<file path="src/rtl/bcd_time_counter.sv">
// 24-hour HH:MM:SS BCD time-of-day counter with 1 Hz prescaler,
// validated load, and a six-digit multiplexed BCD scan output.
module bcd_time_counter #(
   parameter int TICK_DIV = 50_000_000,
   parameter int SCAN_DIV = 50_000
) (
   input  logic        clk,
   input  logic        rst,
   input  logic        run,
   input  logic        load,
   input  logic [23:0] load_bcd,
   output logic [3:0]  hour_t,
   output logic [3:0]  hour_u,
   output logic [3:0]  min_t,
   output logic [3:0]  min_u,
   output logic [3:0]  sec_t,
   output logic [3:0]  sec_u,
   output logic [3:0]  digit_bcd,
   output logic [5:0]  digit_sel,
   output logic        sec_pulse,
   output logic        day_pulse,
   output logic        load_err
);

   localparam int PW = (TICK_DIV > 2) ? $clog2(TICK_DIV) : 1;
   localparam int SW = (SCAN_DIV > 1) ? $clog2(SCAN_DIV) : 1;
   localparam logic [PW-1:0] P_MAX = PW'(TICK_DIV - 1);
   localparam logic [SW-1:0] S_MAX = SW'(SCAN_DIV - 1);

   // index 0 = sec_u ... index 5 = hour_t
   logic [5:0][3:0] time_q, time_d, time_inc, lb;
   logic [PW-1:0]   presc_q, presc_d;
   logic [SW-1:0]   scan_q, scan_d;
   logic [2:0]      idx_q, idx_d;
   logic [5:0]      sel_q, sel_d;
   logic [3:0]      bcd_q, bcd_d;
   logic            sp_q, sp_d;
   logic            dp_q, dp_d;
   logic            err_q, err_d;
   logic            tick, load_ok, wrap_day;

   assign lb = load_bcd;

   always_comb begin
      load_ok = 1'b1;
      for (int i = 0; i < 6; i++) begin
         if (lb[i] > 4'd9) load_ok = 1'b0;
      end
      if (lb[1] > 4'd5) load_ok = 1'b0;
      if (lb[3] > 4'd5) load_ok = 1'b0;
      if (lb[5] > 4'd2) load_ok = 1'b0;
      if (lb[5] == 4'd2 && lb[4] > 4'd3) load_ok = 1'b0;
   end

   always_comb begin
      time_inc = time_q;
      wrap_day = 1'b0;
      if (time_q[0] != 4'd9) begin
         time_inc[0] = time_q[0] + 4'd1;
      end else begin
         time_inc[0] = 4'd0;
         if (time_q[1] != 4'd5) begin
            time_inc[1] = time_q[1] + 4'd1;
         end else begin
            time_inc[1] = 4'd0;
            if (time_q[2] != 4'd9) begin
               time_inc[2] = time_q[2] + 4'd1;
            end else begin
               time_inc[2] = 4'd0;
               if (time_q[3] != 4'd5) begin
                  time_inc[3] = time_q[3] + 4'd1;
               end else begin
                  time_inc[3] = 4'd0;
                  if (time_q[5] == 4'd2 && time_q[4] == 4'd3) begin
                     time_inc[5] = 4'd0;
                     time_inc[4] = 4'd0;
                     wrap_day    = 1'b1;
                  end else if (time_q[4] == 4'd9) begin
                     time_inc[4] = 4'd0;
                     time_inc[5] = time_q[5] + 4'd1;
                  end else begin
                     time_inc[4] = time_q[4] + 4'd1;
                  end
               end
            end
         end
      end
   end

   always_comb begin
      tick    = run && (presc_q == P_MAX);
      time_d  = time_q;
      presc_d = presc_q;
      sp_d    = 1'b0;
      dp_d    = 1'b0;
      err_d   = 1'b0;
      if (load && load_ok) begin
         time_d  = lb;
         presc_d = '0;
      end else begin
         err_d = load;
         if (tick) begin
            presc_d = '0;
            time_d  = time_inc;
            sp_d    = 1'b1;
            dp_d    = wrap_day;
         end else if (run) begin
            presc_d = presc_q + 1'b1;
         end
      end
   end

   always_comb begin
      scan_d = (scan_q == S_MAX) ? '0 : scan_q + 1'b1;
      idx_d  = idx_q;
      if (scan_q == S_MAX) begin
         idx_d = (idx_q == 3'd5) ? 3'd0 : idx_q + 3'd1;
      end
      sel_d = 6'b000001 << idx_d;
      case (idx_d)
         3'd0:    bcd_d = time_q[0];
         3'd1:    bcd_d = time_q[1];
         3'd2:    bcd_d = time_q[2];
         3'd3:    bcd_d = time_q[3];
         3'd4:    bcd_d = time_q[4];
         3'd5:    bcd_d = time_q[5];
         default: bcd_d = 4'd0;
      endcase
   end

   always_ff @(posedge clk or posedge rst) begin
      if (rst) begin
         time_q  <= '0;
         presc_q <= '0;
         scan_q  <= '0;
         idx_q   <= '0;
         sel_q   <= 6'b000001;
         bcd_q   <= '0;
         sp_q    <= 1'b0;
         dp_q    <= 1'b0;
         err_q   <= 1'b0;
      end else begin
         time_q  <= time_d;
         presc_q <= presc_d;
         scan_q  <= scan_d;
         idx_q   <= idx_d;
         sel_q   <= sel_d;
         bcd_q   <= bcd_d;
         sp_q    <= sp_d;
         dp_q    <= dp_d;
         err_q   <= err_d;
      end
   end

   assign sec_u     = time_q[0];
   assign sec_t     = time_q[1];
   assign min_u     = time_q[2];
   assign min_t     = time_q[3];
   assign hour_u    = time_q[4];
   assign hour_t    = time_q[5];
   assign digit_sel = sel_q;
   assign digit_bcd = bcd_q;
   assign sec_pulse = sp_q;
   assign day_pulse = dp_q;
   assign load_err  = err_q;

endmodule

</file>
<file path="config.mk">
export PLATFORM = sky130hd
export DESIGN_NAME = bcd_time_counter
export DESIGN_NICKNAME = d
export VERILOG_FILES = /design/src/rtl/bcd_time_counter.sv
export SDC_FILE = /design/constraint.sdc
export NUM_CORES = 1
export LEC_CHECK = 0
export BUFFER_PORTS_ARGS = -buffer_cell sky130_fd_sc_hd__buf_2
export CAP_MARGIN = 20
export CORE_MARGIN = 3
export CORE_UTILIZATION = 55
export CTS_BUF_LIST = sky130_fd_sc_hd__clkbuf_4
export DETAILED_ROUTE_END_ITERATION = 12
export GPL_TIMING_DRIVEN = 0
export PLACE_DENSITY = 0.77
export REMOVE_ABC_BUFFERS = 1
export SKIP_LAST_GASP = 1
export SLEW_MARGIN = 20
export SYNTH_ARGS = -nofsm -noshare
export SYNTH_HDL_FRONTEND = slang
export SYNTH_SLANG_ARGS = --single-unit
export TNS_END_PERCENT = 30
</file>
<file path="constraint.sdc">
create_clock -name clk -period 2.8 [get_ports clk]
set_input_delay 0.42 -clock clk [delete_from_list [all_inputs] [get_ports clk]]
set_output_delay 0.42 -clock clk [all_outputs]
set_load 0.01 [all_outputs]
</file>
* Yosys cells after proc, flatten, opt, wreduce, memory -nomap -nowiden
Index checks and enable logic that the tools add are counted.
** Storage, ports and cells
- Register bits after elaboration :: 82
- Output and inout port bits :: 37
- Word-level logic and storage cells :: 107
** Cells by class
- Equal/unequal tests :: 20
- Reductions and logical operators :: 13
- $add $sub $neg :: 9
- Magnitude comparators :: 10
- Multiplexer cells :: 40
- Shift operators :: 1
** Operators by type and width (number)
- $mux 26 :: 3
- $mux 24 :: 2
- $mux 16 :: 2
- $add 26x1->26 const B :: 1
- $eq 26x26->1 const B :: 1
- $add 4x1->4 const B :: 6
- $gt 4x4->1 const B :: 6
- $mux 4 :: 6
- $pmux 4 s6 :: 1
- $mux 1 :: 20
- $mux 20 :: 1
- $add 16x1->16 const B :: 1
- $eq 16x16->1 const B :: 1
- $mux 8 :: 2
- $eq 4x2->1 const B :: 3
- $mux 12 :: 1
- $eq 3x3->1 const B :: 3
- $gt 4x2->1 const B :: 2
- $gt 4x3->1 const B :: 2
- $ne 2x1->1 const B :: 4
- $ne 4x3->1 const B :: 2
- $ne 4x4->1 const B :: 2
- $eq 3x2->1 const B :: 2
- $mux 3 :: 2
- 13 further kinds :: 17

* Logic depth before layout (Yosys ltp)
- Depth in word-level cells :: 14
- Depth in mapped cells :: 8

* Least setup slack after synthesis
Ideal clock, no wire load.
- Path kind :: register to register
- Start :: register presc_q[0]
- End :: register time_q (netlist bit hour_t[2])
- Arrival :: 1.995 ns
- Stages on the path, launching flop included :: 8
- Slack :: 0.727 ns
- Clock period less this slack :: 2.073 ns
- Library setup time :: 0.078 ns
- Path through :: dfrtp_1 ha_1 and4_1 nand4_1 or3_1 buf_6 or4_1 a21oi_1
** Between the ends
- Cells in the longest elaborated chain, start to end :: 4
** RTL lines
- start, declared :: line 32 : logic [PW-1:0] presc_q, presc_d;
- start signal, assigned :: line 144 : presc_q <= presc_d;
- $eq 26x26->1 :: line 91 : tick = run && (presc_q == P_MAX);
- $logic_and 1x1->1 :: line 91
- $reduce_bool 2->1 (no line)
- $reduce_and 6->1 (no line)
- end signal, assigned :: line 143 : time_q <= time_d;
- end, declared :: line 31 : logic [5:0][3:0] time_q, time_d, time_inc, lb;
No other way between the ends.
A chain may end at the register's enable or synchronous reset.

* Worst setup path after layout
- Start :: register time_q (netlist bit sec_u[0])
- End :: register time_q (netlist bit hour_t[2])
** Between the ends
- Cells in the longest elaborated chain, start to end :: 3
** RTL lines
- $ne 4x4->1 :: line 58 : if (time_q[0] != 4'd9) begin
- $ne 2x1->1 (no line)
- $reduce_and 6->1 (no line)
No other way between the ends.

==> results.cfg <==
[pwr]
p_total_w = 0.00240
power.density_nw_per_um2 = 469
power_leakage_nw = 2.15
peakVddDrop_v = 0.000450

[clock_tree]
cts_sinks = 82
cts_buffer_depth = 2
numCtsBuffers = 9
h-tree-depth = 3
cts_tree = done
cts_root_buf = clkbuf_4
clkTransAtPathRegs_ns = 0.15
clk_latency_ns = 0.46

[floorplan]
die_x_um = 97.2
die_area_um2 = 9450
start_util_pct = 58.0
die_h_um = 97.2
io_pins = 65
core_area_um2 = 7890
fp-row-count = 32

[run]
cap_violations = 0

[yosys]
ys_seq_area_share_pct = 44.9
ys_ff_latch = 82
synth_flop_cell = dfrtp_1
syn_area_per_cell_um2 = 8.97
synth_cells = 510
synth_edf_count = 0
synth_cell_type_count = 59
syn_area_um2 = 4580
ys_warn_count = 0
async_reset_ff_share_pct = 100

[timing]
rsz0062_at_grt = false
finalCritPeriodShare_pct = 94.2
relSlewSlack_pct = 37.1
holdWs_ns = 0.165
max_freq_mhz = 379
hold_viol_final = 0
worst_slew_pin_slew_ns = 0.941
drv_slew = 0
min_period_ns = 2.64
finClkSkew_ns = 0.0223
finalSetupViolCount = 0

[critical_path]
path_class = flip-flop to flip-flop
reg2reg_slack_ns = 0.16
cp-start-kind = flip-flop
rr_startpoint = sec_u[0]
r2r_cells = 5
required_ns = 3.20
worstPathArrival_ns = 3.03
end_kind = flip-flop
r2r-end = hour_t[2]
crit_fanout = 11

[place]
place_inst = 649
hpwl_mm = 8.07
portBuffers = 64
dpl_cell_area_um2 = 4950
gp_congestion = 0.947

[grt]
antenna_found_initial = 0
grt_pass1_wl_mm = 18.7
grt.overflow.total = 0
first_global_vias = 3848
gr-usage-all-layers_pct = 24.2
grt_max_degree = 55

[worst_hold_path]
min_path_type = primary input to flip-flop
hold_end = hour_u[0]
holdPathStages = 3
holdCritStartpoint = load_bcd[16]

[layout]
nNetsFinal = 595
nFillCells = 630
area_delta_synth_final_pct = 11.8
layout_commonest_cell = dfrtp_1
utilization_pct = 64.8
fin_cells = 670
postLayoutCellArea_um2 = 5110
mostFrequentLayoutCells = 81 x dfrtp_1, 64 x buf_2, 44 x nor2_1
layout-drive-gt1-share_pct = 17.8
diodes = 0

[status]
status = finished clean

[routing]
drt_first_pass_iters = 6
postRouteAntennaNets = 0
routed_wl_mm = 11.5
route.vias.total = 4218
drt-initial-drc-count = 299
avgViaCountPerCell = 6.30
drc = 0
wire_per_inst_um = 17.2
==> power breakdown <==
part / internal, W / switching [W] / leakage (nW)
clock network: 0.000186 / 0.000454 / 0.0566
logic: 0.000154 / 0.000195 / 1.03
registers: 0.00128 / 0.000131 / 1.05
total: 0.00162 / 0.000781 / 2.15
==> how the worst max path moves through the flow <==
stage	startpoint	to	slack (ns)	cells past startpoint
after global placement	rst	sec_u[0]	-0.70	2
after detailed placement	load_bcd[18]	presc_q[9]	-0.15	6
after CTS	presc_q[8]	presc_q[13]	0.09	5
after floorplan	rst	day_pulse	0.27	1
final	sec_u[0]	hour_t[2]	0.16	5
after global routing	sec_u[0]	hour_t[2]	0.05	5
==> Yosys cell counts, types with 8 or more instances <==
cell type / number / area, µm²
o31ai_1: 8 / 60.1
xor2_1: 9 / 78.8
nor3_1: 9 / 45.0
a21oi_1: 32 / 160
dfrtp_1: 81 / 2030
a31oi_1: 9 / 56.3
xnor2_1: 14 / 123
nor4_1: 14 / 87.6
inv_1: 18 / 67.6
nor2_1: 44 / 165
nand4_1: 23 / 144
o21ai_0: 43 / 215
nand2_1: 41 / 154
or3_1: 17 / 106
mux2i_1: 8 / 80.1
clkbuf_1: 22 / 82.6
nand3_1: 22 / 110
==> registers in the layout, indices dropped and copies added, names as in the netlist <==
signal,count
presc_q,26
scan_q,16
digit_sel,6
digit_bcd,4
hour_t,4
hour_u,4
min_t,4
min_u,4
sec_t,4
sec_u,4
idx_q,3
day_pulse,1
load_err,1
sec_pulse,1
==> routing by layer <==
metal,GRT usage (%),part of all wire (%),vias up
met3,6.68,8.2,23
met2,37.4,46,189
met1,32.8,44,2010
li1,-,-,1996
met5,0,0,-
met4,8.84,2.0,0
==> cell type report <==
type                       instances  area, µm²  share of cell area, %
multi-input combinational        382       2350                   46.0
timing repair buffer              70        388                   7.59
inverter                          18       70.1                   1.37
sequential                        82       2050                   40.2
clock inverter                     7       52.6                   1.03
clock buffer                       9       67.6                   1.32
tap                              102        128                   2.50
==> critical path: stages, from the launching register on <==
cell      delay [ns]
dfrtp_1         0.57
and4bb_2        0.31
nand3_1         0.37
or3_1           0.64
or4_1           0.53
a21oi_1         0.15
==> metrics by stage <==
stage          setup WS [ns]  setup TNS, ns
6_report               0.164              0
5_1_grt               0.0504              0
4_1_cts               0.0909              0
3_5_place_dp          -0.151          -1.99
3_3_place_gp          -0.700         -61.81
2_1_floorplan          0.273              0
==> cells by family after synthesis <==
family | after synthesis | synth area share [%]
mux | 9 | 2.00
simple gates | 226 | 27.6
flops | 82 | 44.9
fa+ha+maj | 4 | 1.09
buf+inv | 46 | 4.02
xor+xnor | 23 | 4.40
compound gates | 120 | 16.0
==> timing repair <==
action                                 CTS  global route
setup buffers                            2             2
pin swaps                                1             1
resized for setup                        0             1
endpoints found under the hold margin   27             0
setup endpoints to repair               18            22
hold buffers                             1             0
Power figures use the tool's default switching activity.
